**src/rtl/gpu_sched_pkg.sv**
```systemverilog
// Shared types and helpers for the GPU job scheduler.
// Job record layout and the round-robin unit picker live here.
package gpu_sched_pkg;

    localparam int N_UNITS    = 8;
    localparam int UNIT_IDX_W = $clog2(N_UNITS);
    localparam int JOB_ADDR_W = 32;
    localparam int JOB_CFG_W  = 16;
    localparam int JOB_TAG_W  = 4;

    typedef struct packed {
        logic [JOB_ADDR_W-1:0] a_addr;
        logic [JOB_ADDR_W-1:0] b_addr;
        logic [JOB_ADDR_W-1:0] c_addr;
        logic [JOB_CFG_W-1:0]  cfg;
        logic [JOB_TAG_W-1:0]  tag;
    } gpu_job_t;

    // First set bit of elig at or after ptr, wrapping; caller checks |elig.
    function automatic logic [UNIT_IDX_W-1:0] rr_pick(input logic [N_UNITS-1:0] elig,
                                                      input logic [UNIT_IDX_W-1:0] ptr);
        logic [UNIT_IDX_W-1:0] pick;
        logic                  found;
        int                    idx;
        pick  = '0;
        found = 1'b0;
        for (int i = 0; i < N_UNITS; i++) begin
            idx = (int'(ptr) + i) % N_UNITS;
            if (!found && elig[idx[UNIT_IDX_W-1:0]]) begin
                pick  = idx[UNIT_IDX_W-1:0];
                found = 1'b1;
            end
        end
        return pick;
    endfunction

endpackage

```
**src/rtl/gpu_job_fifo.sv**
```systemverilog
// Job queue: DEPTH entries of gpu_job_t, wrap-bit pointers for full/empty.
// Latency: a pushed job is at the head the cycle after the push.
// Backpressure: caller must not push when full nor pop when empty.
module gpu_job_fifo
    import gpu_sched_pkg::*;
#(
    parameter int DEPTH = 4
) (
    input  logic                     clk,
    input  logic                     rst_n,
    input  logic                     push,
    input  gpu_job_t                 push_dat,
    input  logic                     pop,
    output gpu_job_t                 head_dat,
    output logic [$clog2(DEPTH):0]   count,
    output logic                     full,
    output logic                     empty
);

    localparam int PW = $clog2(DEPTH);

    logic [PW:0] wr_ptr_q, wr_ptr_d;
    logic [PW:0] rd_ptr_q, rd_ptr_d;
    gpu_job_t    mem_q [DEPTH];

    always_comb begin
        wr_ptr_d = wr_ptr_q;
        rd_ptr_d = rd_ptr_q;
        if (push) wr_ptr_d = wr_ptr_q + 1'b1;
        if (pop)  rd_ptr_d = rd_ptr_q + 1'b1;
    end

    always_ff @(posedge clk or negedge rst_n) begin
        if (!rst_n) begin
            wr_ptr_q <= '0;
            rd_ptr_q <= '0;
        end else begin
            wr_ptr_q <= wr_ptr_d;
            rd_ptr_q <= rd_ptr_d;
        end
    end

    always_ff @(posedge clk) begin
        if (push) mem_q[wr_ptr_q[PW-1:0]] <= push_dat;
    end

    assign head_dat = mem_q[rd_ptr_q[PW-1:0]];
    assign empty    = (wr_ptr_q == rd_ptr_q);
    assign full     = (wr_ptr_q[PW] != rd_ptr_q[PW]) && (wr_ptr_q[PW-1:0] == rd_ptr_q[PW-1:0]);
    assign count    = wr_ptr_q - rd_ptr_q;

endmodule

```
**src/rtl/gpu_job_scheduler.sv**
```systemverilog
// Queues matrix jobs, dispatches round-robin to idle enabled units, returns completions by tag.
// Latency: accept->unit_start 1 cycle; unit_done->cmpl_valid 1 cycle. Watchdog under GPU_SCHED_TIMEOUT_EN.
// Backpressure: job_ready drops when the queue is full; cmpl_* holds until cmpl_ready.
module gpu_job_scheduler
    import gpu_sched_pkg::*;
#(
    parameter int NUM_UNITS      = 8,
    parameter int ADDR_WIDTH     = 32,
    parameter int CFG_WIDTH      = 16,
    parameter int TAG_WIDTH      = 4,
    parameter int QUEUE_DEPTH    = 4,
    parameter int TIMEOUT_CYCLES = 65535
) (
    input  logic                            clk,
    input  logic                            rst_n,
    input  logic                            job_valid,
    output logic                            job_ready,
    input  logic [ADDR_WIDTH-1:0]           job_a_addr,
    input  logic [ADDR_WIDTH-1:0]           job_b_addr,
    input  logic [ADDR_WIDTH-1:0]           job_c_addr,
    input  logic [CFG_WIDTH-1:0]            job_cfg,
    input  logic [TAG_WIDTH-1:0]            job_tag,
    input  logic [NUM_UNITS-1:0]            unit_enable,
    input  logic [NUM_UNITS-1:0]            unit_busy,
    input  logic [NUM_UNITS-1:0]            unit_done,
    output logic [NUM_UNITS-1:0]            unit_start,
    output logic [NUM_UNITS*ADDR_WIDTH-1:0] unit_a_addr,
    output logic [NUM_UNITS*ADDR_WIDTH-1:0] unit_b_addr,
    output logic [NUM_UNITS*ADDR_WIDTH-1:0] unit_c_addr,
    output logic [NUM_UNITS*CFG_WIDTH-1:0]  unit_cfg,
    output logic                            cmpl_valid,
    input  logic                            cmpl_ready,
    output logic [TAG_WIDTH-1:0]            cmpl_tag,
    output logic [$clog2(NUM_UNITS)-1:0]    cmpl_unit,
    output logic                            cmpl_err,
    output logic [$clog2(QUEUE_DEPTH):0]    queue_count,
    output logic [NUM_UNITS-1:0]            reserved,
    output logic                            err_spurious_done
);

    gpu_job_t in_job, head_job;
    logic     fifo_full, fifo_empty, push, dispatch, hs;
    logic [UNIT_IDX_W-1:0] sel;
    logic [NUM_UNITS-1:0]  elig, done_hit, to_hit, cand, perr_q;

    logic [NUM_UNITS-1:0]                 start_q, start_d, reserved_q, reserved_d, pending_q, pending_d;
    logic [NUM_UNITS-1:0][ADDR_WIDTH-1:0] a_q, a_d, b_q, b_d, c_q, c_d;
    logic [NUM_UNITS-1:0][CFG_WIDTH-1:0]  cfg_q, cfg_d;
    logic [NUM_UNITS-1:0][TAG_WIDTH-1:0]  tag_q, tag_d;
    logic [UNIT_IDX_W-1:0]                rr_ptr_q, rr_ptr_d, cmpl_unit_q, cmpl_unit_d;
    logic [TAG_WIDTH-1:0]                 cmpl_tag_q, cmpl_tag_d;
    logic cmpl_vld_q, cmpl_vld_d, cmpl_err_q, cmpl_err_d, spur_q, spur_d;

    assign in_job.a_addr = job_a_addr;
    assign in_job.b_addr = job_b_addr;
    assign in_job.c_addr = job_c_addr;
    assign in_job.cfg    = job_cfg;
    assign in_job.tag    = job_tag;

    assign job_ready = ~fifo_full;
    assign push      = job_valid & ~fifo_full;
    assign elig      = unit_enable & ~unit_busy & ~reserved_q;
    assign dispatch  = ~fifo_empty & (|elig);
    assign sel       = rr_pick(elig, rr_ptr_q);
    assign hs        = cmpl_vld_q & cmpl_ready;
    assign done_hit  = unit_done & reserved_q & ~pending_q;

    gpu_job_fifo #(.DEPTH(QUEUE_DEPTH)) u_fifo (
        .clk      (clk),
        .rst_n    (rst_n),
        .push     (push),
        .push_dat (in_job),
        .pop      (dispatch),
        .head_dat (head_job),
        .count    (queue_count),
        .full     (fifo_full),
        .empty    (fifo_empty)
    );

    always_comb begin
        start_d     = '0;
        reserved_d  = reserved_q;
        pending_d   = pending_q;
        a_d         = a_q;
        b_d         = b_q;
        c_d         = c_q;
        cfg_d       = cfg_q;
        tag_d       = tag_q;
        rr_ptr_d    = rr_ptr_q;
        cmpl_vld_d  = cmpl_vld_q;
        cmpl_unit_d = cmpl_unit_q;
        cmpl_tag_d  = cmpl_tag_q;
        cmpl_err_d  = cmpl_err_q;
        spur_d      = spur_q | (|(unit_done & ~reserved_q));
        cand        = pending_q;

        // The retiring unit stays reserved until this edge, so it cannot be redispatched yet.
        if (hs) begin
            reserved_d[cmpl_unit_q] = 1'b0;
            pending_d[cmpl_unit_q]  = 1'b0;
            cand[cmpl_unit_q]       = 1'b0;
        end
        pending_d = pending_d | done_hit | to_hit;

        if (dispatch) begin
            start_d[sel]    = 1'b1;
            reserved_d[sel] = 1'b1;
            a_d[sel]        = head_job.a_addr;
            b_d[sel]        = head_job.b_addr;
            c_d[sel]        = head_job.c_addr;
            cfg_d[sel]      = head_job.cfg;
            tag_d[sel]      = head_job.tag;
            rr_ptr_d        = (sel == UNIT_IDX_W'(NUM_UNITS-1)) ? '0 : sel + 1'b1;
        end

        // Completion slot reloads with the lowest pending unit only when empty or draining.
        if (!cmpl_vld_q || hs) begin
            cmpl_vld_d = |cand;
            if (|cand) begin
                for (int i = NUM_UNITS-1; i >= 0; i--) begin
                    if (cand[i]) cmpl_unit_d = UNIT_IDX_W'(i);
                end
                cmpl_tag_d = tag_q[cmpl_unit_d];
                cmpl_err_d = perr_q[cmpl_unit_d];
            end
        end
    end

    always_ff @(posedge clk or negedge rst_n) begin
        if (!rst_n) begin
            start_q     <= '0;
            reserved_q  <= '0;
            pending_q   <= '0;
            a_q         <= '0;
            b_q         <= '0;
            c_q         <= '0;
            cfg_q       <= '0;
            tag_q       <= '0;
            rr_ptr_q    <= '0;
            cmpl_vld_q  <= 1'b0;
            cmpl_unit_q <= '0;
            cmpl_tag_q  <= '0;
            cmpl_err_q  <= 1'b0;
            spur_q      <= 1'b0;
        end else begin
            start_q     <= start_d;
            reserved_q  <= reserved_d;
            pending_q   <= pending_d;
            a_q         <= a_d;
            b_q         <= b_d;
            c_q         <= c_d;
            cfg_q       <= cfg_d;
            tag_q       <= tag_d;
            rr_ptr_q    <= rr_ptr_d;
            cmpl_vld_q  <= cmpl_vld_d;
            cmpl_unit_q <= cmpl_unit_d;
            cmpl_tag_q  <= cmpl_tag_d;
            cmpl_err_q  <= cmpl_err_d;
            spur_q      <= spur_d;
        end
    end

`ifdef GPU_SCHED_TIMEOUT_EN
    localparam logic [15:0] TO_LAST = 16'(TIMEOUT_CYCLES - 1);

    logic [NUM_UNITS-1:0][15:0] wd_q, wd_d;
    logic [NUM_UNITS-1:0]       perr_d;

    // A real done arriving on the expiry edge wins over the timeout.
    always_comb begin
        wd_d   = wd_q;
        perr_d = perr_q;
        to_hit = '0;
        if (hs) perr_d[cmpl_unit_q] = 1'b0;
        for (int u = 0; u < NUM_UNITS; u++) begin
            if (dispatch && sel == UNIT_IDX_W'(u)) begin
                wd_d[u] = '0;
            end else if (reserved_q[u] && !pending_q[u]) begin
                wd_d[u] = wd_q[u] + 16'd1;
                if (wd_q[u] == TO_LAST && !unit_done[u]) begin
                    to_hit[u] = 1'b1;
                    perr_d[u] = 1'b1;
                end
            end
        end
    end

    always_ff @(posedge clk or negedge rst_n) begin
        if (!rst_n) begin
            wd_q   <= '0;
            perr_q <= '0;
        end else begin
            wd_q   <= wd_d;
            perr_q <= perr_d;
        end
    end
`else
    assign to_hit = '0;
    assign perr_q = '0;
`endif

    assign unit_start        = start_q;
    assign unit_a_addr       = a_q;
    assign unit_b_addr       = b_q;
    assign unit_c_addr       = c_q;
    assign unit_cfg          = cfg_q;
    assign cmpl_valid        = cmpl_vld_q;
    assign cmpl_tag          = cmpl_tag_q;
    assign cmpl_unit         = cmpl_unit_q;
    assign cmpl_err          = cmpl_err_q;
    assign reserved          = reserved_q;
    assign err_spurious_done = spur_q;

endmodule
```
**config.mk**
```make
export PLATFORM = sky130hd
export DESIGN_NAME = gpu_job_scheduler
export DESIGN_NICKNAME = d
export VERILOG_FILES = /design/src/rtl/gpu_sched_pkg.sv /design/src/rtl/gpu_job_fifo.sv /design/src/rtl/gpu_job_scheduler.sv
export SDC_FILE = /design/constraint.sdc
export NUM_CORES = 1
export LEC_CHECK = 0
export CAP_MARGIN = 20
export CORE_AREA = 5 5 416 418
export CTS_BUF_LIST = sky130_fd_sc_hd__clkbuf_8 sky130_fd_sc_hd__clkbuf_16
export DETAILED_ROUTE_END_ITERATION = 7
export DIE_AREA = 0 0 421 423
export PLACE_DENSITY = 0.5
export SYNTH_ARGS = -nofsm -noshare
export SYNTH_HDL_FRONTEND = slang
export SYNTH_HIERARCHICAL = 1
export SYNTH_SLANG_ARGS = --single-unit
```
**constraint.sdc**
```tcl
create_clock -name clk -period 7.1 [get_ports clk]
set_clock_uncertainty 0.2 [all_clocks]
set_input_delay 1.42 -clock clk [delete_from_list [all_inputs] [get_ports clk]]
set_output_delay 1.42 -clock clk [all_outputs]
set_load 0.03 [all_outputs]
```
# Word-level counts from Yosys, hierarchy flattened

Memories as Yosys holds them, arrays and structs flattened. A register that Yosys moved wholly into a read port is not among the register bits.
Index checks and enable logic that the tools add are counted.

Input bits: 144
ROM bits: 8
Bits in registers: 970
Logic and storage cells: 188
Output and inout port bits: 926
RAM bits: 464
Memories kept: 2

Eq/ne operators: 4
Reductions and logical operators: 24
Add/sub/neg operators: 11
Bitwise gates (word level): 19
Muxes and demuxes: 65
Magnitude comparators: 13

Memory list:

| memory           | words | bits a word | read ports | clocked after Yosys merged registers in | wr ports | RTL line                 | source |
|---|---|---|---|---|---|---|---|
| u_fifo.mem_q     | 4     | 116         | 1          | 0                                       | 1        | gpu_job_fifo.sv:24       | `gpu_job_t mem_q [DEPTH];` |
| (name not given) | 8     | 1           | 1          | 1                                       | 0        | gpu_job_scheduler.sv:124 | `cmpl_err_d = perr_q[cmpl_unit_d];` |

Operator list:

| cell                                                                         | count |
|---|---|
| 256-bit bitwise mux                                                          | 3 |
| 128-bit bitwise mux                                                          | 1 |
| 32-bit demux with 3-bit select                                               | 1 |
| 3-bit two-way mux                                                            | 19 |
| 8-bit AND                                                                    | 7 |
| 16-bit demux with 3-bit select                                               | 1 |
| 3-bit by 4-bit less-than comparator with 1-bit output, second input constant | 11 |
| 32-bit bitwise mux                                                           | 1 |
| 32-bit two-way mux                                                           | 1 |
| 8-bit two-way mux                                                            | 4 |
| 8-bit inverter                                                               | 4 |
| 1-bit binary-select mux with 3-bit select                                    | 8 |
| 8-bit OR reduction                                                           | 3 |
| 1-bit two-way mux                                                            | 19 |
| 16-bit two-way mux                                                           | 1 |
| 8-bit bitwise OR                                                             | 2 |
| 3-bit by 1-bit adder with 3-bit output, second input constant                | 4 |
| 3-bit adder, second input constant                                           | 4 |
| 4-bit binary-select mux with 3-bit select                                    | 1 |
| 4-bit demux with 3-bit select                                                | 1 |
| 1-bit logical AND                                                            | 10 |
| 1-bit logical NOT                                                            | 9 |
| 4-bit two-way mux                                                            | 2 |
| 3-bit by 2-bit adder with 3-bit output, second input constant                | 2 |
| 12 further kinds                                                             | 17 |

# Depth between registers and ports, before layout

Gate-level depths: netlist of run 1.

Depth after elaboration: 33
Gate-level depth with buffers: 16

# Cells and area by module

The synthesis of run 1 kept the hierarchy.

Modules (own cells, without submodules):

| module            | area each (µm²) | cells an instance | times used |
|---|---|---|---|
| gpu_job_scheduler | 37,314.5        | 2,302             | 1 |
| gpu_job_fifo      | 17,088.9        | 643               | 1 |

# Least setup slack after synthesis of run 1

Ideal clock, no wire load.

Path kind: in2reg
Start point: in job_valid
End point: mem u_fifo/mem_q[3][0] in the netlist's numbering (enable)
Library setup time: 0.490 ns
Data required time: 6.410 ns
Path buffers: 0
Arrival: 4.467 ns
Slack: 1.943 ns
Stages on the path: 2
Cells stage by stage: nor2b_1 and2_1

Cells in the longest elaborated chain, start to end: 3

Ends and longest elaborated chain:

| item                                    | RTL line                | source |
|---|---|---|
| start: declaration                      | gpu_job_scheduler.sv:16 | `input logic job_valid,` |
| 1-bit AND                               | gpu_job_scheduler.sv:61 | `assign push = job_valid & ~fifo_full;` |
| 1-bit two-way mux                       | gpu_job_fifo.sv:44      | `if (push) mem_q[wr_ptr_q[PW-1:0]] <= push_dat;` |
| 1-bit two-way mux (not written as such) | gpu_job_fifo.sv:44      |  |
| end: declaration                        | gpu_job_fifo.sv:24      |  |

Every way passes these cells.

# Final worst setup path of run 1

Start point: in unit_enable[5]
End point: reg c_q (netlist bit unit_c_addr[56])

Cells in the longest elaborated chain, start to end: 31
Elaborated cells between the ends (all ways): 55
Classes of those cells: order compare: 2; mux: 34; bitwise: 3; reduce/logical: 16

Ends and longest elaborated chain:

| item                                                                                                                                                               | RTL line                 | source |
|---|---|---|
| start: declaration                                                                                                                                                 | gpu_job_scheduler.sv:23  | `input logic [NUM_UNITS-1:0] unit_enable,` |
| 8-bit AND (*) (2 in a row)                                                                                                                                         | gpu_job_scheduler.sv:62  | `assign elig = unit_enable & ~unit_busy & ~reserved_q;` |
| 1-bit binary-select mux with 3-bit select                                                                                                                          | gpu_sched_pkg.sv:29      | `if (!found && elig[idx[UNIT_IDX_W-1:0]]) begin` |
| 1-bit two-way mux (not written as such)                                                                                                                            | gpu_sched_pkg.sv:29      |  |
| 1-bit two-way mux                                                                                                                                                  | gpu_sched_pkg.sv:29      |  |
| 1-bit logical NOT                                                                                                                                                  | gpu_sched_pkg.sv:29      |  |
| 1-bit logical AND                                                                                                                                                  | gpu_sched_pkg.sv:29      |  |
| 1-bit two-way mux                                                                                                                                                  | gpu_sched_pkg.sv:29      |  |
| 1-bit logical NOT                                                                                                                                                  | gpu_sched_pkg.sv:29      |  |
| [... 14 more ...]                                                                                                                                                  | n/a                      |  |
| 1-bit logical NOT                                                                                                                                                  | gpu_sched_pkg.sv:29      |  |
| 1-bit logical AND                                                                                                                                                  | gpu_sched_pkg.sv:29      |  |
| 3-bit two-way mux                                                                                                                                                  | gpu_sched_pkg.sv:29      |  |
| 3-bit by 4-bit less-than comparator with 1-bit output (not written as such) / 3-bit by 1-bit greater-or-equal comparator with 1-bit output (equally long branches) | gpu_job_scheduler.sv:110 | `c_d[sel] = head_job.c_addr;` |
| 1-bit logical AND (not written as such)                                                                                                                            | gpu_job_scheduler.sv:110 |  |
| 32-bit two-way mux (not written as such)                                                                                                                           | gpu_job_scheduler.sv:110 |  |
| 32-bit demux with 3-bit select                                                                                                                                     | gpu_job_scheduler.sv:110 |  |
| 256-bit bitwise mux                                                                                                                                                | gpu_job_scheduler.sv:110 |  |
| end signal: assignment                                                                                                                                             | gpu_job_scheduler.sv:136 | `c_q <= '0;` |
| end signal: assignment                                                                                                                                             | gpu_job_scheduler.sv:151 | `c_q <= c_d;` |
| end: declaration                                                                                                                                                   | gpu_job_scheduler.sv:47  | `logic [NUM_UNITS-1:0][ADDR_WIDTH-1:0] a_q, a_d, b_q, b_d, c_q, c_d;` |

Mark *: on every way between the ends. The rest lies on a longest branch, timed or not. The select of a mux whose other input is x is not followed.
A chain may end at the register's enable or synchronous reset.

==> results.rst, run 1 <==
.. list-table::
   :header-rows: 1

   * - Metric
     - Value
   * - Layout cells sized above 1
     - 32.7%
   * - Number of nets in the synthesized netlist
     - between 3,000 and 4,000
   * - Proportion of synthesized chip area in sequential cells
     - between 70% and 80%
   * - Core Footprint
     - between 150,000 and 200,000 um^2
   * - Starting density of the core
     - between 30 and 40%
   * - GRT Total Usage
     - 20.1%
   * - Core Rows
     - between 150 and 200
   * - Commonest cells after routing, fill and taps aside
     - sky130_fd_sc_hd__clkdlybuf4s50_1 (1,067), sky130_fd_sc_hd__dfrtp_1 (968), sky130_fd_sc_hd__mux2_2 (893)
   * - Leading post-synthesis cells by cell area
     - sky130_fd_sc_hd__dfrtp_1 (45%), sky130_fd_sc_hd__edfxtp_1 (26%), sky130_fd_sc_hd__mux2_2 (18%)
   * - Residual DRC count
     - 0
   * - Detail Placement HPWL
     - approximately 120,000 um
   * - Clk root buf
     - sky130_fd_sc_hd__clkbuf_16
   * - WP data required
     - approximately 7600 ps
   * - Arrival time at the worst endpoint
     - around 5800 ps
   * - Number of max-capacitance violations reported
     - 0
   * - Final Hold Vio Count
     - 0
   * - Critical path peak fanout
     - 39
   * - Final critical-path setup slack
     - around 1800 ps
   * - Pre-antenna DRT Iters
     - 5
   * - Total I/O pin count
     - around 1,100
   * - Mean cell area of the mapped netlist
     - between 15 and 20 um^2
   * - Async set-reset flop share out of synthesis
     - about two thirds
   * - Critical Path, Cell by Cell
     - clkdlybuf4s50_1 -> nor4b_1 -> or2_1 -> mux4_2 -> a21boi_0 -> o2111ai_1 -> a32oi_1 -> nand3_4 -> buf_12 -> mux2_2
   * - Result of the run
     - finished, final reports clean
   * - Number of antenna violations at the first check in global routing
     - 61
   * - WL final
     - between 150,000 and 200,000 um
   * - Maximum level of the CTS H-tree
     - 4
   * - Number of antenna-violating nets in the routed design
     - 0
   * - Total negative slack for setup checks
     - 0 ps
   * - Maximum number of pins on one net before global-route repair
     - between 100 and 150
   * - Final slew viol count
     - 0
   * - Post-Layout Cell Count
     - approximately 6,500
   * - Clock sink total
     - 1,434
   * - Clock tree from TritonCTS
     - built
   * - Via count
     - about 32,000
   * - Count of distinct cell types in the synthesized netlist
     - 67
   * - Insertion delay of the later-clocked pin in the worst-skew pair
     - between 700 and 800 ps
   * - # placed instances
     - a little over 6,000
   * - Post-placement worst setup slack
     - about 1200 ps
   * - Number of buffers created by CTS
     - between 150 and 200
   * - Most common cell after layout, fill and taps aside
     - sky130_fd_sc_hd__clkdlybuf4s50_1
   * - Buffer levels on the longest clock path
     - 3
   * - Count of flip-flops with a built-in enable after synthesis
     - around 460
   * - Die extent in x
     - roughly 420 um
   * - Post-synthesis sequential element count
     - 1,434
   * - Total setup violations reported at the end of the flow
     - 0
   * - Average via count per standard cell
     - between 4 and 5
   * - Layout overhead on the synthesized area
     - 34.7%
   * - Minimum setup slack among reg-to-reg paths
     - between 1500 and 2000 ps
   * - Die footprint
     - ~180,000 um^2
   * - RSZ-0062 raised after global routing
     - no
   * - Total of cells resized after clock tree synthesis
     - 0
   * - Worst Tran Pin Value
     - 906 ps
   * - Leading area contributor after synthesis
     - sky130_fd_sc_hd__dfrtp_1
   * - Biggest cell delay along the critical path
     - about 640 ps
   * - Min-delay worst type
     - flop to flop
   * - Hold Buf Count CTS
     - 0
   * - I/O Buffers
     - approximately 1,100
   * - Setup crit end kind
     - flop
   * - Average wire per standard cell
     - 27.9 um
   * - Final worst-path cycle share
     - between 70% and 80%
   * - Primary FF master, synth
     - sky130_fd_sc_hd__dfrtp_1
   * - CTS clk-pin slew, worst paths
     - around 60 ps
   * - Maximum operating frequency
     - 189 MHz
   * - Gate family responsible for the most delay along the worst path
     - simple AND/OR/NAND/NOR gates
   * - Relative slew slack
     - between 30% and 40%
   * - Post-layout min period
     - 5290 ps
   * - Mapped Cells
     - just under 3,000
   * - Critical setup path kind
     - input pin to flop
   * - Number of synthesis warnings
     - 6
   * - Final #Nets
     - 4,259
   * - Die Span Y
     - between 400 and 500 um
   * - Post-Syn Area
     - 54,400 um^2
   * - Drt initial violations
     - ~1,800
   * - Area share of the largest cell type after synthesis
     - between 40% and 50%
   * - Critical-path top delay cell
     - sky130_fd_sc_hd__nand3_4
   * - Placer Congestion
     - 0.831
   * - Vias in the first global route
     - 32,800
   * - Global-route wire length before repair
     - ~260,000 um
   * - Critical Path Start Type
     - input pin
   * - GRT overflow
     - 0
   * - Crit path buf inv count
     - 2
   * - Setup repair bufs after CTS
     - 0
cell usage after synthesis, types with 12 or more instances:
cell type,instances
sky130_fd_sc_hd__mux4_2,124
sky130_fd_sc_hd__edfxtp_1,464
sky130_fd_sc_hd__inv_1,27
sky130_fd_sc_hd__o21ai_0,21
sky130_fd_sc_hd__mux2_2,893
sky130_fd_sc_hd__buf_2,96
sky130_fd_sc_hd__mux2_4,36
sky130_fd_sc_hd__clkbuf_1,20
sky130_fd_sc_hd__nand3_1,24
sky130_fd_sc_hd__dfrtp_1,970
sky130_fd_sc_hd__nor3_1,12
sky130_fd_sc_hd__mux2i_1,14
sky130_fd_sc_hd__buf_6,14
sky130_fd_sc_hd__nand2_1,42
routing by layer:
metal	wire (um)	GRT usage, %	share of wire [%]	vias up
met4	7190	8.59	4.0	24
met2	91100	33.8	50	967
met1	70600	23.8	39	16800
met5	131	0	0.072	-
li1	-	-	-	13500
met3	12200	6.14	6.7	329
flip-flops by register name (all words and copies together), names as in the netlist, 4 cells and up:
signal,flops
u_fifo/mem_q,464
pending_q,8
tag_q,32
reserved,8
unit_a_addr,256
cmpl_tag,4
unit_start,8
unit_b_addr,256
unit_c_addr,256
unit_cfg,128
metrics by stage:
stage                     hold slack [ps]  util [%]  area [um^2]
after floorplan                       260         -        54400
after global placement                268      40.3        68000
after detailed placement              267      40.3        68000
after CTS                             280      43.4        73200
after global routing                  309      43.4        73200
final                                 284      43.4        73300
worst paths after layout:
| kind | cells past startpoint | to | startpoint |
|---|---|---|---|
| max in group asynchronous | 3 | unit_c_addr[193] | rst_n |
| max | 10 | unit_c_addr[56] | unit_enable[5] |
| min | 1 | u_fifo/wr_ptr_q[2] | u_fifo/wr_ptr_q[2] |
| min in group asynchronous | 1 | unit_b_addr[157] | rst_n |
| min reg2reg | 1 | u_fifo/wr_ptr_q[2] | u_fifo/wr_ptr_q[2] |
| max reg2reg | 12 | unit_c_addr[56] | rr_ptr_q[1] |
kinds of logic (layout without fill, tap and decap cells):
kind of cell / count (synthesis) / in the layout / synth area share [%]
mux: 1067 / 1067 / 24.9
other cells: 1 / 34 / 0.00689
simple gates: 172 / 172 / 1.83
flops: 1434 / 1434 / 70.2
compound gates: 82 / 82 / 1.07
xor+xnor: 8 / 8 / 0.129
buf+inv: 171 / 1468 / 1.62
fa+ha+maj: 10 / 10 / 0.244
final cells by class:
cell class	count	area (um^2)
Antenna cell	33	82.6
Clock buffer	188	4410
Clock inverter	112	749
Fill cell	15100	95500
Inverter	28	105
Multi-Input combinational cell	1340	15400
Sequential cell	1434	38200
Tap cell	2218	2780
Timing Repair Buffer	1140	11500
Power of run 1 is not shown: default switching activity piles up to over one toggle a cycle in this logic, so the estimate is an artifact.
==> run 2: changes to the inputs <==
--- a/config.mk
+++ b/config.mk
@@ -6,11 +6,11 @@
 export NUM_CORES = 1
 export LEC_CHECK = 0
 export CAP_MARGIN = 20
-export CORE_AREA = 5 5 416 418
+export CORE_AREA = 5 5 413 415
 export CTS_BUF_LIST = sky130_fd_sc_hd__clkbuf_8 sky130_fd_sc_hd__clkbuf_16
 export DETAILED_ROUTE_END_ITERATION = 7
-export DIE_AREA = 0 0 421 423
-export PLACE_DENSITY = 0.5
+export DIE_AREA = 0 0 418 420
+export PLACE_DENSITY = 0.53
 export SYNTH_ARGS = -nofsm -noshare
 export SYNTH_HDL_FRONTEND = slang
 export SYNTH_HIERARCHICAL = 1
==> constraint.sdc (replaced) <==
create_clock -name clk -period 4.66 [get_ports clk]
set_clock_uncertainty 0.2 [all_clocks]
set_input_delay 0.932 -clock clk [delete_from_list [all_inputs] [get_ports clk]]
set_output_delay 0.932 -clock clk [all_outputs]
set_load 0.03 [all_outputs]
==> run 2 against run 1 <==
  * Setup slack lost 1600 ps
  * Sequential share of layout area shrank 1.2 points
  * Die area shrank 1.4%
  * Global-route usage grew 0.28 points
  * Core utilization grew 1.7 points
  * First-iteration DRC count grew 5.0%
  * Wire length grew 0.50%
  * Count of clock-buffer cells in the layout shrank 3
  * Sequential cell count is the same
  * Non-clock buffer count grew 171
  * Critical endpoint is now unit_b_addr[195]
==> results.rst, run 2 (synthesized netlist as in run 1, its figures left out) <==
.. list-table::
   :header-rows: 1

   * - Metric
     - Value
   * - Average via count per standard cell
     - around 5
   * - Buffer levels on the longest clock path
     - 3
   * - Cell repeated most along the worst path
     - sky130_fd_sc_hd__buf_4
   * - Fill cell total of the finished layout
     - about 15,000
   * - GRT overflow
     - 0
   * - Die extent in x
     - around 420 um
   * - Clock sink total
     - ~1,400
   * - GRT Total Usage
     - roughly 20%
   * - Layout overhead on the synthesized area
     - 37.9%
   * - Starting density of the core
     - between 30% and 40%
   * - Vias in the first global route
     - roughly 34,000
   * - Min-delay worst type
     - flop to flop
   * - Arrival time at the worst endpoint
     - slightly below 5000 ps
   * - Final slew viol count
     - 0
   * - Final worst-path cycle share
     - ~96%
   * - Commonest cells after routing, fill and taps aside
     - sky130_fd_sc_hd__clkdlybuf4s50_1 (1,067), sky130_fd_sc_hd__dfrtp_1 (968), sky130_fd_sc_hd__mux2_2 (893)
   * - Placer Congestion
     - around 0.85
   * - Via count
     - 32,300
   * - Post-layout util
     - ~45%
   * - Clk root buf
     - sky130_fd_sc_hd__clkbuf_16
   * - Minimum setup slack among reg-to-reg paths
     - about 200 ps
   * - Total setup violations reported at the end of the flow
     - 0
   * - Setup crit end kind
     - flop
   * - Number of buffers created by CTS
     - between 150 and 200
   * - Critical path peak fanout
     - ~60
   * - Worst hold-check slack
     - roughly 290 ps
   * - Residual DRC count
     - 0
   * - Critical-path top delay cell
     - sky130_fd_sc_hd__dfrtp_1
   * - Critical Path Start Type
     - flop
   * - Setup repair bufs after CTS
     - 0
   * - Post-layout min period
     - approximately 4500 ps
   * - Die Span Y
     - 420 um
   * - CTS clk-pin slew, worst paths
     - ~60 ps
   * - Sequential cell area
     - about 38,000 um^2
   * - Core Footprint
     - ~170,000 um^2
   * - Core Rows
     - 150
   * - Result of the run
     - finished, final reports clean
   * - Critical setup path kind
     - flop to flop
   * - Multi-input logic area
     - around 15,000 um^2
   * - Maximum number of pins on one net before global-route repair
     - about 110
   * - Total I/O pin count
     - between 1,000 and 1,500
   * - RSZ-0062 raised after global routing
     - no
   * - Number of antenna-violating nets in the routed design
     - 0
   * - Detail Placement HPWL
     - around 130,000 um
   * - Insertion delay of the later-clocked pin in the worst-skew pair
     - 800 ps
   * - Final Hold Vio Count
     - 0
   * - Clock tree from TritonCTS
     - built
   * - Most common cell after layout, fill and taps aside
     - sky130_fd_sc_hd__clkdlybuf4s50_1
   * - Number of max-capacitance violations reported
     - 0
   * - Drt initial violations
     - between 1,500 and 2,000
   * - Global-route wire length before repair
     - 258,000 um
   * - Critical Path, Cell by Cell
     - buf_4 -> nor4bb_1 -> buf_4 -> nor4_1 -> nor4_2 -> a32o_1 -> a32oi_1 -> o2111a_1 -> or2_4 -> or3_4 -> buf_12 -> mux2_2
   * - Die footprint
     - about 180,000 um^2
   * - Average wire per standard cell
     - 27.5 um
   * - Final #Nets
     - 4,430
   * - Maximum operating frequency
     - roughly 220 MHz
   * - Maximum level of the CTS H-tree
     - 4
   * - Biggest cell delay along the critical path
     - around 660 ps
   * - WP data required
     - between 5000 and 6000 ps
   * - Worst Tran Pin Value
     - around 940 ps
   * - Number of antenna violations at the first check in global routing
     - 50
   * - Layout cells sized above 1
     - 35.3%
   * - Pre-antenna DRT Iters
     - 5
   * - Max reg flops
     - 464
   * - Relative slew slack
     - 37.2%
   * - WL final
     - roughly 180,000 um
   * - I/O Buffers
     - 1,068
[run 2: through the flow]
stage / TNS [ps] / instance area [um^2] / setup slack (ps) / instances
4_1_cts: 0 / 75000 / 273 / 6616
6_report: 0 / 75000 / 200 / 6635
3_5_place_dp: -239970 / 69700 / -398 / 6316
5_1_grt: 0 / 75000 / 12.0 / 6630
2_1_floorplan: 0 / 54400 / 401 / 2945
3_3_place_gp: -259140 / 69700 / -399 / 6316
[run 2: critical path, delay by kind of cell, from the launching register on]
family / cells / cell delay, ps
AOI/OAI and AO/OA: 3 / 570
DFF: 1 / 660
and+or+nand+nor: 5 / 1650
buffers and inverters: 3 / 660
muxes: 1 / 400
[run 2: worst paths after layout]
kind                             startpoint                to  depth (start not counted)
worst min register to register  cmpl_tag[1]       cmpl_tag[1]                          2
worst max-delay path            rr_ptr_q[0]  unit_b_addr[195]                         12
worst min-delay path            cmpl_tag[1]       cmpl_tag[1]                          2
min in group asynchronous             rst_n   unit_a_addr[63]                          2
worst max register to register  rr_ptr_q[0]  unit_b_addr[195]                         12
max in group asynchronous             rst_n  unit_b_addr[140]                          3
[run 2: metal layers]
metal / GRT usage (%) / up-vias / routed length, um / share of wire (%)
met5: 0 / - / 102 / 0.056
met4: 6.62 / 14 / 4990 / 2.7
met3: 5.22 / 275 / 10300 / 5.7
met2: 35.5 / 893 / 94500 / 52
met1: 24.6 / 17300 / 72200 / 40
li1: - / 13800 / - / -
[run 2: timing repair]
item / 4_1_cts / 5_1_grt
hold buffers: 1 / 0
endpoints found under the hold margin: 21 / 0
gates resized for setup: 0 / 0
[run 2: cell type report]
type / count / share of cell area (%)
clock buffers: 185 / 5.87
well taps: 2204 / 3.68
flip-flops and latches: 1434 / 50.9
inverters: 28 / 0.140
diodes: 19 / 0.0634
clock inverters: 114 / 1.12
repair buffers: 1311 / 17.7
multi-input cells: 1340 / 20.5
Power of run 2 is left out for the same reason.
